## config.mk

```make
export PLATFORM = sky130hd
export DESIGN_NAME = quad_encoder_gen
export DESIGN_NICKNAME = d
export VERILOG_FILES = /design/src/rtl/quad_encoder_gen.sv
export SDC_FILE = /design/constraint.sdc
export NUM_CORES = 1
export LEC_CHECK = 0
export ABC_AREA = 1
export ABC_CLOCK_PERIOD_IN_PS = 3000
export BUFFER_PORTS_ARGS = -buffer_cell sky130_fd_sc_hd__buf_2
export CORE_MARGIN = 2
export CORE_UTILIZATION = 45
export DETAILED_ROUTE_END_ITERATION = 8
export PLACE_DENSITY = 0.75
export SLEW_MARGIN = 20
export SYNTH_ARGS = -nofsm -noshare
export SYNTH_HDL_FRONTEND = slang
export SYNTH_SLANG_ARGS = --single-unit
```

## constraint.sdc

```tcl
create_clock -name clk -period 3 [get_ports clk]
set_input_delay 0.75 -clock clk [delete_from_list [all_inputs] [get_ports clk]]
set_output_delay 0.75 -clock clk [all_outputs]
set_load 0.1 [all_outputs]
```

## src/rtl/quad_encoder_gen.sv

```systemverilog
// quad_encoder_gen: quadrature encoder waveform generator driven by step commands
// Ports: clk; rst (async, active-low, release synchronised);
//   cmd_valid/cmd_ready handshake with cmd_dir, cmd_steps, cmd_dwell; abort;
//   enc_a/enc_b registered quadrature outputs; busy; done pulse; signed position.
module quad_encoder_gen #(
  parameter int STEP_W = 16,
  parameter int CNT_W  = 16,
  parameter int POS_W  = 24
) (
  input  logic              clk,
  input  logic              rst,
  input  logic              cmd_valid,
  output logic              cmd_ready,
  input  logic              cmd_dir,
  input  logic [STEP_W-1:0] cmd_steps,
  input  logic [CNT_W-1:0]  cmd_dwell,
  input  logic              abort,
  output logic              enc_a,
  output logic              enc_b,
  output logic              busy,
  output logic              done,
  output logic [POS_W-1:0]  position
);
  localparam logic [1:0] IDLE = 2'd0;
  localparam logic [1:0] RUN  = 2'd1;
  localparam logic [1:0] FIN  = 2'd2;
  logic [1:0]        sync_q, sync_d;
  logic [1:0]        state_q, state_d;
  logic              dir_q, dir_d;
  logic [STEP_W-1:0] rem_q, rem_d;
  logic [CNT_W-1:0]  dwell_q, dwell_d, cnt_q, cnt_d, dwell_eff;
  logic [1:0]        phase_q, phase_d;
  logic [POS_W-1:0]  pos_q, pos_d;
  logic              accept, step, run;
  always_comb begin
    sync_d    = {sync_q[0], 1'b1};
    run       = state_q == RUN;
    accept    = cmd_valid && cmd_ready;
    dwell_eff = cmd_dwell == '0 ? CNT_W'(1) : cmd_dwell;
    // A step fires on the last dwell clock; a run with no steps left just drains to FIN.
    step      = run && rem_q != '0 && cnt_q == CNT_W'(1);
    state_d   = state_q == IDLE ? (accept ? RUN : IDLE) :
                run ? ((abort || rem_q == '0) ? FIN : RUN) : IDLE;
    dir_d     = accept ? cmd_dir : dir_q;
    rem_d     = accept ? cmd_steps : step ? rem_q - STEP_W'(1) : rem_q;
    dwell_d   = accept ? dwell_eff : dwell_q;
    cnt_d     = accept ? dwell_eff : !run ? cnt_q :
                cnt_q == CNT_W'(1) ? dwell_q : cnt_q - CNT_W'(1);
    // Forward: {a,b} <= {~b,a}; reverse: {a,b} <= {b,~a}. Only one bit changes.
    phase_d   = !step ? phase_q : dir_q ? {~phase_q[0], phase_q[1]} : {phase_q[0], ~phase_q[1]};
    pos_d     = !step ? pos_q : pos_q + (dir_q ? POS_W'(1) : {POS_W{1'b1}});
  end
  always_ff @(posedge clk or negedge rst) begin
    if (!rst) begin
      sync_q  <= '0;
      state_q <= IDLE;
      dir_q   <= 1'b0;
      rem_q   <= '0;
      dwell_q <= '0;
      cnt_q   <= '0;
      phase_q <= '0;
      pos_q   <= '0;
    end else begin
      sync_q  <= sync_d;
      state_q <= state_d;
      dir_q   <= dir_d;
      rem_q   <= rem_d;
      dwell_q <= dwell_d;
      cnt_q   <= cnt_d;
      phase_q <= phase_d;
      pos_q   <= pos_d;
    end
  end
  assign cmd_ready = state_q == IDLE && sync_q[1];
  assign busy      = state_q == RUN;
  assign done      = state_q == FIN;
  assign enc_a     = phase_q[1];
  assign enc_b     = phase_q[0];
  assign position  = pos_q;
endmodule

```

==> results.ini <==
[power_and_ir_drop]
switching_share=0.4156
seqPwrFrac=0.359
vdd_drop_max_v=0.0003385
p_leak_nw=3.729
pwr-share-comb=0.390
powerDensity_nw_per_um2=651.1
power.net_switching_mw=1.811
p_clk_frac=0.251
p_int_mw=2.546

[clocking]
hold_buffers=0
cts_buffer_depth=2
cts_root_buffer=clkbuf_16
cts_tree=built
h-tree-depth=3
cts_resized=0
cts_sinks=79
postCtsSetupBuffers=0
clock_latency_ps=350
cts_made_buffers=9
cts.clk_slew.worst_paths_ps=60

[global_routing]
grt_pass1_wl_um=25020
antenna_found_initial=0
grt_pass1_vias=5429
gr-total-overflow=0
grt_max_degree=50
grtUsageTotal=0.2173

[setup_path]
timing.rr.start=dir_q
r2r.worst_path.cells=10
worstPathCellList=inv_1, ha_1, nand3_1, nand3_1, nand2_1, nand2_1, nand2_1, nand4_1, nand3_1, nand2_1
reg2reg_to=position[22]
crit_family=simple AND/OR/NAND/NOR gates
path_max_fanout=24
crit_path_end_kind=flop
ff2ff_setup_slack_ps=350
startpoint_type=flop
cp_common_cell=nand2_1
critPathSlowestCell=inv_1
worstPathRequired_ps=3230
crit_type=reg -> reg
critPathArrivalTime_ps=2880
max_stage_delay_ps=690
worst-path-buf-inv=1

[job]
maxCapViolations=0

[synth]
postSynthAreaPerCell_um2=6.365
syn_inst=927
syn_nets=991
ys_seq_elements=79
synth_cell_type_count=36
ys_seq_area_frac=0.3350
ys_warn_count=0
syn_area_um2=5901

[floorplanning]
dieArea_um2=14040
die_x_um=118.5
num_rows=41
start_util=0.4638
fp.dieH_um=118.5
core-area_um2=12720
ios=66

[placed_design]
placed_area_um2=6405
place_hpwl_um=11050
place_ws_ps=346.4
port_buffers=65
dp_cells=1152
finalWeightedCongestion=0.9226

[timing]
setup_tns_ps=0
hold_violations=0
rsz0062_at_grt=no
min_period_over_period=0.8834
skew_ps=8.621
fmax_mhz=377.4
slew_headroom=0.3912
setup_ws_ps=349.9
tightestPinTransition_ps=912.2
finalSetupViolCount=0
drv_slew=0
fin_crit_ps=2650

[hold_path]
hold_path_class=in -> async

[route]
routed_wl_um=14700
drtPass1Iterations=5
ant_nets=0
drt_iter0_markers=354
drc_errors=0
vias=5812
viasPerCell=4.980
wl_per_cell_um=12.60

[layout]
final_area_um2=6693
drive_gt1_frac=0.1065
final_core_util=0.5261
antenna-diode-count=0
final_cell_count_no_fill=1167
syn2layout_area_growth_pct=13.42
nets=1055
fill_cells=1328

[outcome]
status=complete, no violations

-- worst max path at each step --
stage                     cells past startpoint       start            to  slack [ps]
after floorplan                               8  state_q[1]     cnt_q[14]         230
after detailed placement                     10       dir_q  position[22]         350
after CTS                                    10       dir_q  position[22]         330
after global placement                       12       dir_q  position[12]         420
final                                        10       dir_q  position[22]         350
after global routing                         12       dir_q  position[12]          20
-- per-stage QoR --
stage          hold WS [ps]  total power [mW]
3_5_place_dp          347.5             3.254
6_report              346.9             4.357
2_1_floorplan         331.2             2.855
3_3_place_gp          334.9             3.220
4_1_cts               358.2             4.369
5_1_grt               371.4             4.706
-- metal layers --
metal	GRT usage	wire length [um]	vias to the layer above
met5	0	0	-
met4	0.05208	161	0
met1	0.2918	7045	2652
li1	-	-	3036
met2	0.3598	6978	108
met3	0.04440	516	16
-- registers in the layout, summed over array words and instances, names as in the netlist --
signal / count
dir_q: 1
dwell_q: 16
rem_q: 16
cnt_q: 16
position: 24
phase_q: 2
state_q: 2
sync_q: 2
-- placed cells by master (no fill, tap or decap), types with 2 or more instances in the layout --
master / Yosys / routed
nand2_1: 343 / 342
inv_1: 133 / 133
nor2_1: 93 / 93
dfrtp_1: 79 / 79
nand3_1: 71 / 71
buf_2: 10 / 64
o21ai_0: 38 / 38
a21oi_1: 29 / 29
o21ai_1: 27 / 27
ha_1: 26 / 26
nand4_1: 11 / 11
xnor2_1: 11 / 11
clkbuf_16: 0 / 9
nor3_1: 8 / 8
nor2_2: 5 / 5
nand3b_1: 5 / 5
buf_4: 2 / 5
or2_2: 4 / 4
nor2_4: 3 / 3
a31oi_1: 3 / 3
xor2_1: 3 / 3
nand2_4: 2 / 2
inv_2: 2 / 2
o211ai_2: 2 / 2
nor4_1: 2 / 2
clkinvlp_4: 0 / 2
-- Yosys cell counts (all sizes together) --
library cell	instances	share of area
o31ai	1	0.0013
clkinv	1	0.00064
nand3	71	0.060
o211ai	3	0.0055
nor3b	2	0.0034
ha	26	0.055
xor2	3	0.0045
nor2	101	0.070
a31oi	3	0.0032
buf	13	0.013
clkbuf	4	0.0025
xnor2	11	0.016
o21bai	1	0.0013
nand2	345	0.22
nand4	11	0.012
nor4	2	0.0021
nand3b	6	0.0098
a21oi	29	0.025
inv	135	0.086
conb	1	0.00064
fa	1	0.0034
or2	4	0.0042
nor3	9	0.0085
o21ai	65	0.055
dfrtp	79	0.34
-- area by class of cell --
type                            count  area, um2  share of cell area
Multi-Input combinational cell    695       3324              0.4967
Sequential cell                    79       1977              0.2954
Inverter                          136      510.5             0.07628
Timing Repair Buffer               70      377.9             0.05646
Clock buffer                       10      229.0             0.03421
Tap cell                          172      215.2             0.03216
Clock inverter                      5      58.81            0.008787
-- power by group through the flow --
stage / registers, mW / clock network (mW) / logic, mW
final: 1.56 / 1.10 / 1.70
after global routing: 1.60 / 1.16 / 1.95
after CTS: 1.56 / 1.12 / 1.69
after detailed placement: 1.57 / 0 / 1.68
after global placement: 1.57 / 0 / 1.65
after floorplan: 1.52 / 0 / 1.34
-- kinds of logic (layout without fill, tap and decap cells) --
family,after synthesis,after routing,share of synthesized area
and+or+nand+nor,551,551,0.3921
buffers and inverters,153,221,0.1020
AOI/OAI and AO/OA,102,102,0.09097
DFF,79,79,0.3350
adders and majority gates,27,27,0.05852
xor gates and xnor gates,14,14,0.02078
other,1,1,0.0006355
Note: power is estimated with default switching activity, not from simulation.
